`config.mk`:
```
export PLATFORM = sky130hd
export DESIGN_NAME = display_scan_ctrl
export DESIGN_NICKNAME = d
export VERILOG_FILES = /design/src/rtl/display_pkg.sv /design/src/rtl/bin2bcd_serial.sv /design/src/rtl/display_scan_ctrl.sv
export SDC_FILE = /design/constraint.sdc
export NUM_CORES = 1
export LEC_CHECK = 0
export ABC_AREA = 1
export ABC_CLOCK_PERIOD_IN_PS = 5100
export CAP_MARGIN = 20
export CORE_MARGIN = 5
export CORE_UTILIZATION = 50
export CTS_CLUSTER_SIZE = 10
export DETAILED_ROUTE_END_ITERATION = 10
export GPL_TIMING_DRIVEN = 1
export PLACE_DENSITY = 0.72
export SLEW_MARGIN = 20
export SYNTH_ARGS = -nofsm -noshare
export SYNTH_HDL_FRONTEND = slang
export SYNTH_SLANG_ARGS = --single-unit
```
`constraint.sdc`:
```
create_clock -name clock -period 5.1 [get_ports clock]
set_clock_uncertainty 0.15 [all_clocks]
set_input_delay 1.02 -clock clock [delete_from_list [all_inputs] [get_ports clock]]
set_output_delay 1.02 -clock clock [all_outputs]
set_load 0.03 [all_outputs]
```
`src/rtl/display_pkg.sv`:
```
// Shared constants, state encoding and BCD helpers for the multiplexed
// 5-digit display scan controller.
package display_pkg;

   localparam int unsigned NUM_DIGITS = 5;
   localparam int unsigned DATA_W     = 16;
   localparam int unsigned BCD_W      = 20;
   localparam int unsigned CNT_W      = 4;
   localparam int unsigned IDX_W      = 3;
   localparam logic [3:0]  BLANK      = 4'hF;

   typedef enum logic {
      IDLE    = 1'b0,
      CONVERT = 1'b1
   } conv_state_t;

   // One nibble per decimal digit, digit 0 = units.
   typedef logic [NUM_DIGITS-1:0][3:0] bcd_t;

   // Double-dabble correction: add 3 to every nibble that is 5 or more.
   function automatic bcd_t bcd_adjust(input bcd_t acc);
      bcd_t res;
      for (int i = 0; i < int'(NUM_DIGITS); i++) begin
         res[i] = (acc[i] >= 4'd5) ? acc[i] + 4'd3 : acc[i];
      end
      return res;
   endfunction

endpackage

```
`src/rtl/bin2bcd_serial.sv`:
```
// Serial binary-to-BCD converter: one shift-and-add-3 step per clock,
// DATA_W steps per conversion, start/busy/done handshake.
module bin2bcd_serial
   import display_pkg::*;
(
   input  logic              clock,
   input  logic              reset,
   input  logic              start,
   input  logic [DATA_W-1:0] din,
   output logic              busy,
   output logic              done_c,
   output bcd_t              bcd_c
);

   localparam logic [CNT_W-1:0] LAST_STEP = CNT_W'(DATA_W - 1);

   conv_state_t       state;
   logic [DATA_W-1:0] shreg;
   bcd_t              acc;
   logic [CNT_W-1:0]  bitcnt;
   bcd_t              acc_adj;

   assign busy = (state == CONVERT);

   // Next accumulator value; on the last step this is the finished result.
   always_comb begin
      acc_adj = bcd_adjust(acc);
      bcd_c   = BCD_W'({acc_adj, shreg[DATA_W-1]});
      done_c  = (state == CONVERT) && (bitcnt == LAST_STEP);
   end

   always_ff @(posedge clock or posedge reset) begin
      if (reset) begin
         state  <= IDLE;
         shreg  <= '0;
         acc    <= '0;
         bitcnt <= '0;
      end else begin
         case (state)
            IDLE: begin
               if (start) begin
                  shreg  <= din;
                  acc    <= '0;
                  bitcnt <= '0;
                  state  <= CONVERT;
               end
            end
            CONVERT: begin
               shreg  <= {shreg[DATA_W-2:0], 1'b0};
               acc    <= bcd_c;
               bitcnt <= bitcnt + CNT_W'(1);
               if (bitcnt == LAST_STEP) begin
                  state <= IDLE;
               end
            end
            default: state <= IDLE;
         endcase
      end
   end

endmodule

```
`src/rtl/display_scan_ctrl.sv`:
```
// Converts a 16-bit value to decimal and time-multiplexes the five digits
// onto a shared 7-segment decoder with optional leading-zero blanking.
module display_scan_ctrl
   import display_pkg::*;
#(
   parameter int unsigned SCAN_DIV      = 50000,
   parameter bit          ZERO_SUPPRESS = 1'b1
) (
   input  logic                  clock,
   input  logic                  reset,
   input  logic [DATA_W-1:0]     valor,
   input  logic                  load,
   output logic                  busy,
   output logic [3:0]            digito,
   output logic [NUM_DIGITS-1:0] anodo
);

   localparam int unsigned       PRE_W   = (SCAN_DIV > 1) ? $clog2(SCAN_DIV) : 1;
   localparam logic [PRE_W-1:0]  PRE_MAX = PRE_W'(SCAN_DIV - 1);
   localparam logic [IDX_W-1:0]  IDX_MAX = IDX_W'(NUM_DIGITS - 1);

   logic             conv_done_c;
   bcd_t             conv_bcd_c;
   bcd_t             disp;
   logic [PRE_W-1:0] prescale;
   logic [IDX_W-1:0] idx;
   logic [BCD_W-1:0] upper;
   logic             blank;

   bin2bcd_serial u_conv (
      .clock  (clock),
      .reset  (reset),
      .start  (load),
      .din    (valor),
      .busy   (busy),
      .done_c (conv_done_c),
      .bcd_c  (conv_bcd_c)
   );

   // Display register only changes on the commit edge, never mid-conversion.
   always_ff @(posedge clock or posedge reset) begin
      if (reset) begin
         disp <= '0;
      end else if (conv_done_c) begin
         disp <= conv_bcd_c;
      end
   end

   // Free-running digit scan, independent of the converter.
   always_ff @(posedge clock or posedge reset) begin
      if (reset) begin
         prescale <= '0;
         idx      <= '0;
      end else if (prescale == PRE_MAX) begin
         prescale <= '0;
         idx      <= (idx == IDX_MAX) ? '0 : idx + IDX_W'(1);
      end else begin
         prescale <= prescale + PRE_W'(1);
      end
   end

   // Blank a digit when it and every more significant digit are zero.
   always_comb begin
      upper  = BCD_W'(disp) >> {idx, 2'b00};
      blank  = ZERO_SUPPRESS && (idx != '0) && (upper == '0);
      digito = blank ? BLANK : disp[idx];
      anodo  = ~(NUM_DIGITS'(1) << idx);
   end

endmodule

```
==> Yosys cells after proc, flatten, opt, wreduce, memory -nomap -nowiden <==
Index checks and enable logic that the tools add are counted.
{ "classes": {"shift": 2, "n_eq_ne": 4, "n_addsub": 8, "mux": 19, "magnitude_cmp": 6, "n_reduce_logical": 4, "bitwise_logic": 2} }
{ "op_table": {"columns": ["operator", "n"], "rows": [
  ["20-bit one-hot mux with 2 select lines", 1],
  ["16-bit two-way mux", 2],
  ["16-bit one-hot mux with 2 select lines", 1],
  ["4-bit two-way mux", 7],
  ["4-bit by 3-bit greater-or-equal comparator with 1-bit output (second input constant)", 5],
  ["20-bit zero test", 1],
  ["20-bit two-way mux", 1],
  ["20-bit by 5-bit >> shifter with 20-bit output", 1],
  ["16-bit by 1-bit adder with 16-bit output (second input constant)", 1],
  ["4-bit by 2-bit adder with 4-bit output (second input constant)", 4],
  ["16-bit == test (second input constant)", 1],
  ["4-bit binary-select mux with 3-bit select", 1],
  ["4-bit one-hot mux with 2 select lines", 1],
  ["3-bit two-way mux", 2],
  ["5-bit NOT", 1],
  ["1-bit by 3-bit << shifter with 5-bit output (first input constant)", 1],
  ["4-bit by 1-bit adder with 4-bit output (second input constant)", 1],
  ["4-bit == test (second input constant)", 1],
  ["3-bit by 4-bit less-than comparator with 1-bit output (second input constant)", 1],
  ["3-bit by 1-bit adder with 3-bit output (second input constant)", 1],
  ["3-bit by 2-bit adder with 3-bit output (second input constant)", 1],
  ["3-bit == test (second input constant)", 1],
  ["3-bit nonzero test", 1],
  ["1-bit logical AND", 2],
  ["other kinds (4)", 5]
]} }
{ "word_totals": {"output_inout_bits": 10, "wordCells": 60, "ff_bits": 80, "inputBits": 19} }

==> Logic depth before layout (Yosys ltp) <==
{ "logic_depth": {"depth_word": 4, "mapped_depth": 13, "depth_no_buf": 11} }

==> Modules after synthesis <==
Synthesis repeated with hierarchy kept, for this count alone.
{ "hier_totals": {"hier_cells": 579, "area_unflattened_um2": 4514.3} }
{ "modules_own_cells": {"columns": ["mod", "area_per_inst_um2", "cells_each", "seq_area_each_um2", "instances"], "rows": [
  ["bin2bcd_serial", 2278.4, 297, 1026.0, 1],
  ["display_scan_ctrl", 2235.9, 282, 975.9, 1]
]} }

==> Worst setup path before layout <==
No wires, ideal clock.
{ "synth_path": {"kind": "register to output", "start": "reg idx[0]", "end": "out digito[0]", "slack_ns": 2.286, "n_path_buf": 2, "t_required_ns": 3.930, "arrival_ns": 1.644, "path_stages_with_launch": 10, "path_cell_list": "dfrtp_1 > buf_6 > inv_6 > buf_6 > ha_1 > nand2_1 > nand4_1 > nor2_1 > nand2_2 > nand2_1"} }
{ "synth_between": {"elab_chain_cells": 4, "elab_cells_between_ends": 7, "cone_classes": "1 x shift; 3 x mux; 3 x reduce/logical"} }
{ "synth_lines": {"columns": ["element", "line_no", "source"], "rows": [
  ["start: declaration", "display_scan_ctrl.sv:26", "logic [IDX_W-1:0] idx;"],
  ["start signal: assignment", "display_scan_ctrl.sv:56", "idx <= (idx == IDX_MAX) ? '0 : idx + IDX_W'(1);"],
  ["20-bit by 5-bit >> shifter with 20-bit output", "display_scan_ctrl.sv:64", "upper = BCD_W'(disp) >> {idx, 2'b00};"],
  ["20-bit zero test", "display_scan_ctrl.sv:65", "blank = ZERO_SUPPRESS && (idx != '0) && (upper == '0);"],
  ["1-bit logical AND", "display_scan_ctrl.sv:65", null],
  ["4-bit two-way mux (*)", "display_scan_ctrl.sv:66", "digito = blank ? BLANK : disp[idx];"],
  ["end: declaration", "display_scan_ctrl.sv:14", "output logic [3:0] digito,"]
]} }
Every way passes the cells marked *; elsewhere a longest branch is shown, timed or not. The select of a mux whose other input is x is not followed.

==> Worst setup path in the final report <==
Same ends and word-level chain as after synthesis.

==> reports/results.ini <==
[status]
status = completed

[yosys]
synth_cells = 528
ys_warn_count = 0
synth_seq_cells = 80
syn-cell-area_sq_um = 4260
yosysSeqAreaShare_pct = 47.0
avgSynthCellArea_sq_um = 8.07
syn-num-nets = 564
ys_types = 33

[clocking]
clk_pin_slew_worst_paths_ps = 90
postCtsHoldBufs = 0
cts-root-buf = clkbuf_8
clkLatencyLatePin_ps = 340
cts_sinks = 80
cts_resized = 0
htree_num_levels = 3
post_cts_buffers = 0
cts_buffers = 9
cts_buffer_depth = 2
tritoncts = done

[timing]
period_share_pct = 75.4
slew_viol_final = 0
setup_violations = 0
period_minus_slack_ps = 3850
rsz0062_at_grt = no
max_slew_margin_pct = 43.3
timing.fmax_mhz = 260
worstMarginPinSlew_ps = 849
hold_viol = 0
setup_tns_ps = 0

[grt]
grt_first_pass_wirelength_mm = 15.0
grt.total_usage_pct = 17.6
grt_pass1_vias = 3320
antenna_found_initial = 0
grt_max_degree = 51
grt_overflow_total = 0

[setup_path]
arrival_ps = 2680
endpoint = digito[0]
reg2regPathDepth = 3
cp-start-kind = register
critPathKind = register to primary output
crit_path_start = idx[0]
cp_max_fo = 24
endpoint_kind = primary output
r2r_setup_slack_ps = 2520
required_ps = 3930
reg2reg_from = u_conv.busy
worstReg2RegEnd = u_conv.acc[8]

[power]
p_per_area_nw_per_um2 = 506
peakVddDrop_mv = 0.250
p_leak_nw = 2.33

[finish]
final_common_cell = nand2_1
layout-drive-gt1-share_pct = 6.10
mostFrequentLayoutCells = nand2_1, dfrtp_1, inv_1
diodes = 0
fin_area_sq_um = 4780
final_util_pct = 57.9
areaGrowthSynthToFinish_pct = 12.3
fillers = 756
layout.nets = 588

[floorplan]
coreArea_sq_um = 8260
start_util_pct = 51.6
io_pins = 29
row_count = 33
die_w_microns = 102
fp.dieH_microns = 102
die_area_sq_um = 10500

[drt]
wl_per_cell_microns = 12.6
routed_wl_mm = 8.36
vias = 3427
drtPass1Iterations = 4
drc = 0
postRouteAntennaNets = 0
first_iter_violations = 128
vias_per_cell = 5.18

[place]
dpl-instance-area_sq_um = 4570
gp_congestion = 0.879
port_buffers = 28
dp.final_hpwl_mm = 5.99

[run]
drv_cap = 0

[worst_hold_path]
hold_path.class = register to register

through the flow:
step	total power, W	hold slack, ps	cells	setup WS (ps)
after floorplan	0.00170	280	528	1880
after global placement	0.00190	298	645	1660
after detailed placement	0.00195	305	645	1590
after CTS	0.00244	317	661	1230
after global routing	0.00266	343	662	903
final	0.00242	318	662	1250
sequential cells by signal, indices dropped and copies added (netlist names):
signal,cells
idx,3
disp,20
u_conv.busy,1
u_conv.bitcnt,4
u_conv.acc,20
prescale,16
u_conv.shreg,16
where the power goes:
group	internal [W]	leakage (nW)	total (W)	switching, W
logic	0.000367	1.21	0.000932	0.000564
clock network	0.000254	0.103	0.000477	0.000223
registers	0.000850	1.02	0.00101	0.000162
total	0.00147	2.33	0.00242	0.000949
worst min-delay path by stage:
stage / from / to / depth (start not counted)
after detailed placement: prescale[0] / prescale[0] / 1
after global routing: prescale[0] / prescale[0] / 1
after global placement: prescale[0] / prescale[0] / 1
final: prescale[0] / prescale[0] / 1
after CTS: prescale[0] / prescale[0] / 1
after floorplan: prescale[0] / prescale[0] / 1
cell usage after synthesis:
master    instances  area, sq um
nand2_1         155          582
dfrtp_1          80         2000
inv_1            51          191
o21ai_0          42          210
nand3_1          39          195
nor2_1           36          135
o22ai_1          19          119
ha_1             17          213
xor2_1           13          114
clkbuf_1          9         33.8
a21oi_1           8         40.0
nand4_1           8         50.1
nor3_1            8         40.0
nand2_2           4         25.0
o211ai_1          4         30.0
buf_2             3         15.0
buf_6             3         33.8
nor2_2            3         18.8
o21a_1            3         22.5
or2_2             3         18.8
a211oi_1          2         15.0
a22o_1            2         17.5
buf_4             2         15.0
clkinv_1          2         7.51
inv_2             2         7.51
nand3b_1          2         15.0
xnor2_1           2         17.5
and2_1            1         6.26
buf_12            1         20.0
inv_6             1         8.76
nor3_2            1         10.0
nor4_4            1         21.3
o211a_1           1         10.0
per-layer routing:
metal | share of wire [%] | global-route usage, %
met5 | 0 | 0
met4 | 0.47 | 4.54
met3 | 2.8 | 3.69
met2 | 47 | 28.0
met1 | 50 | 24.8
cell type report:
class | instances | area (sq um) | share of cell area, %
timing repair buffer | 31 | 303 | 6.33
clock buffer | 12 | 155 | 3.24
inverter | 56 | 216 | 4.52
sequential | 80 | 2000 | 41.8
multi-input combinational | 374 | 1930 | 40.2
tap | 105 | 131 | 2.75
clock inverter | 4 | 51.3 | 1.07
critical path, stage by stage (launching register included):
cell             delay (ps)
dfrtp_1                 740
inv_6                   180
o21ai_0                 250
nand2_1                  80
nor2_1                  100
nand2_1                  50
nand2_1                  50
nand2_1                  50
nand2_1                  60
nand2_2                  70
nand2_1                  60
clkdlybuf4s50_1         660
cells by family (layout without fill, tap and decap cells):
| family | after synthesis | in the layout | synth area share, % |
|---|---|---|---|
| AND/OR/NAND/NOR | 261 | 261 | 26.2 |
| XOR/XNOR | 15 | 15 | 3.08 |
| adder cells (fa/ha/maj) | 17 | 17 | 4.99 |
| buffers and inverters | 74 | 103 | 7.81 |
| flip-flops | 80 | 80 | 47.0 |
| AO/OA/AOI/OAI | 81 | 81 | 10.9 |
Power figures use the tool's default switching activity.
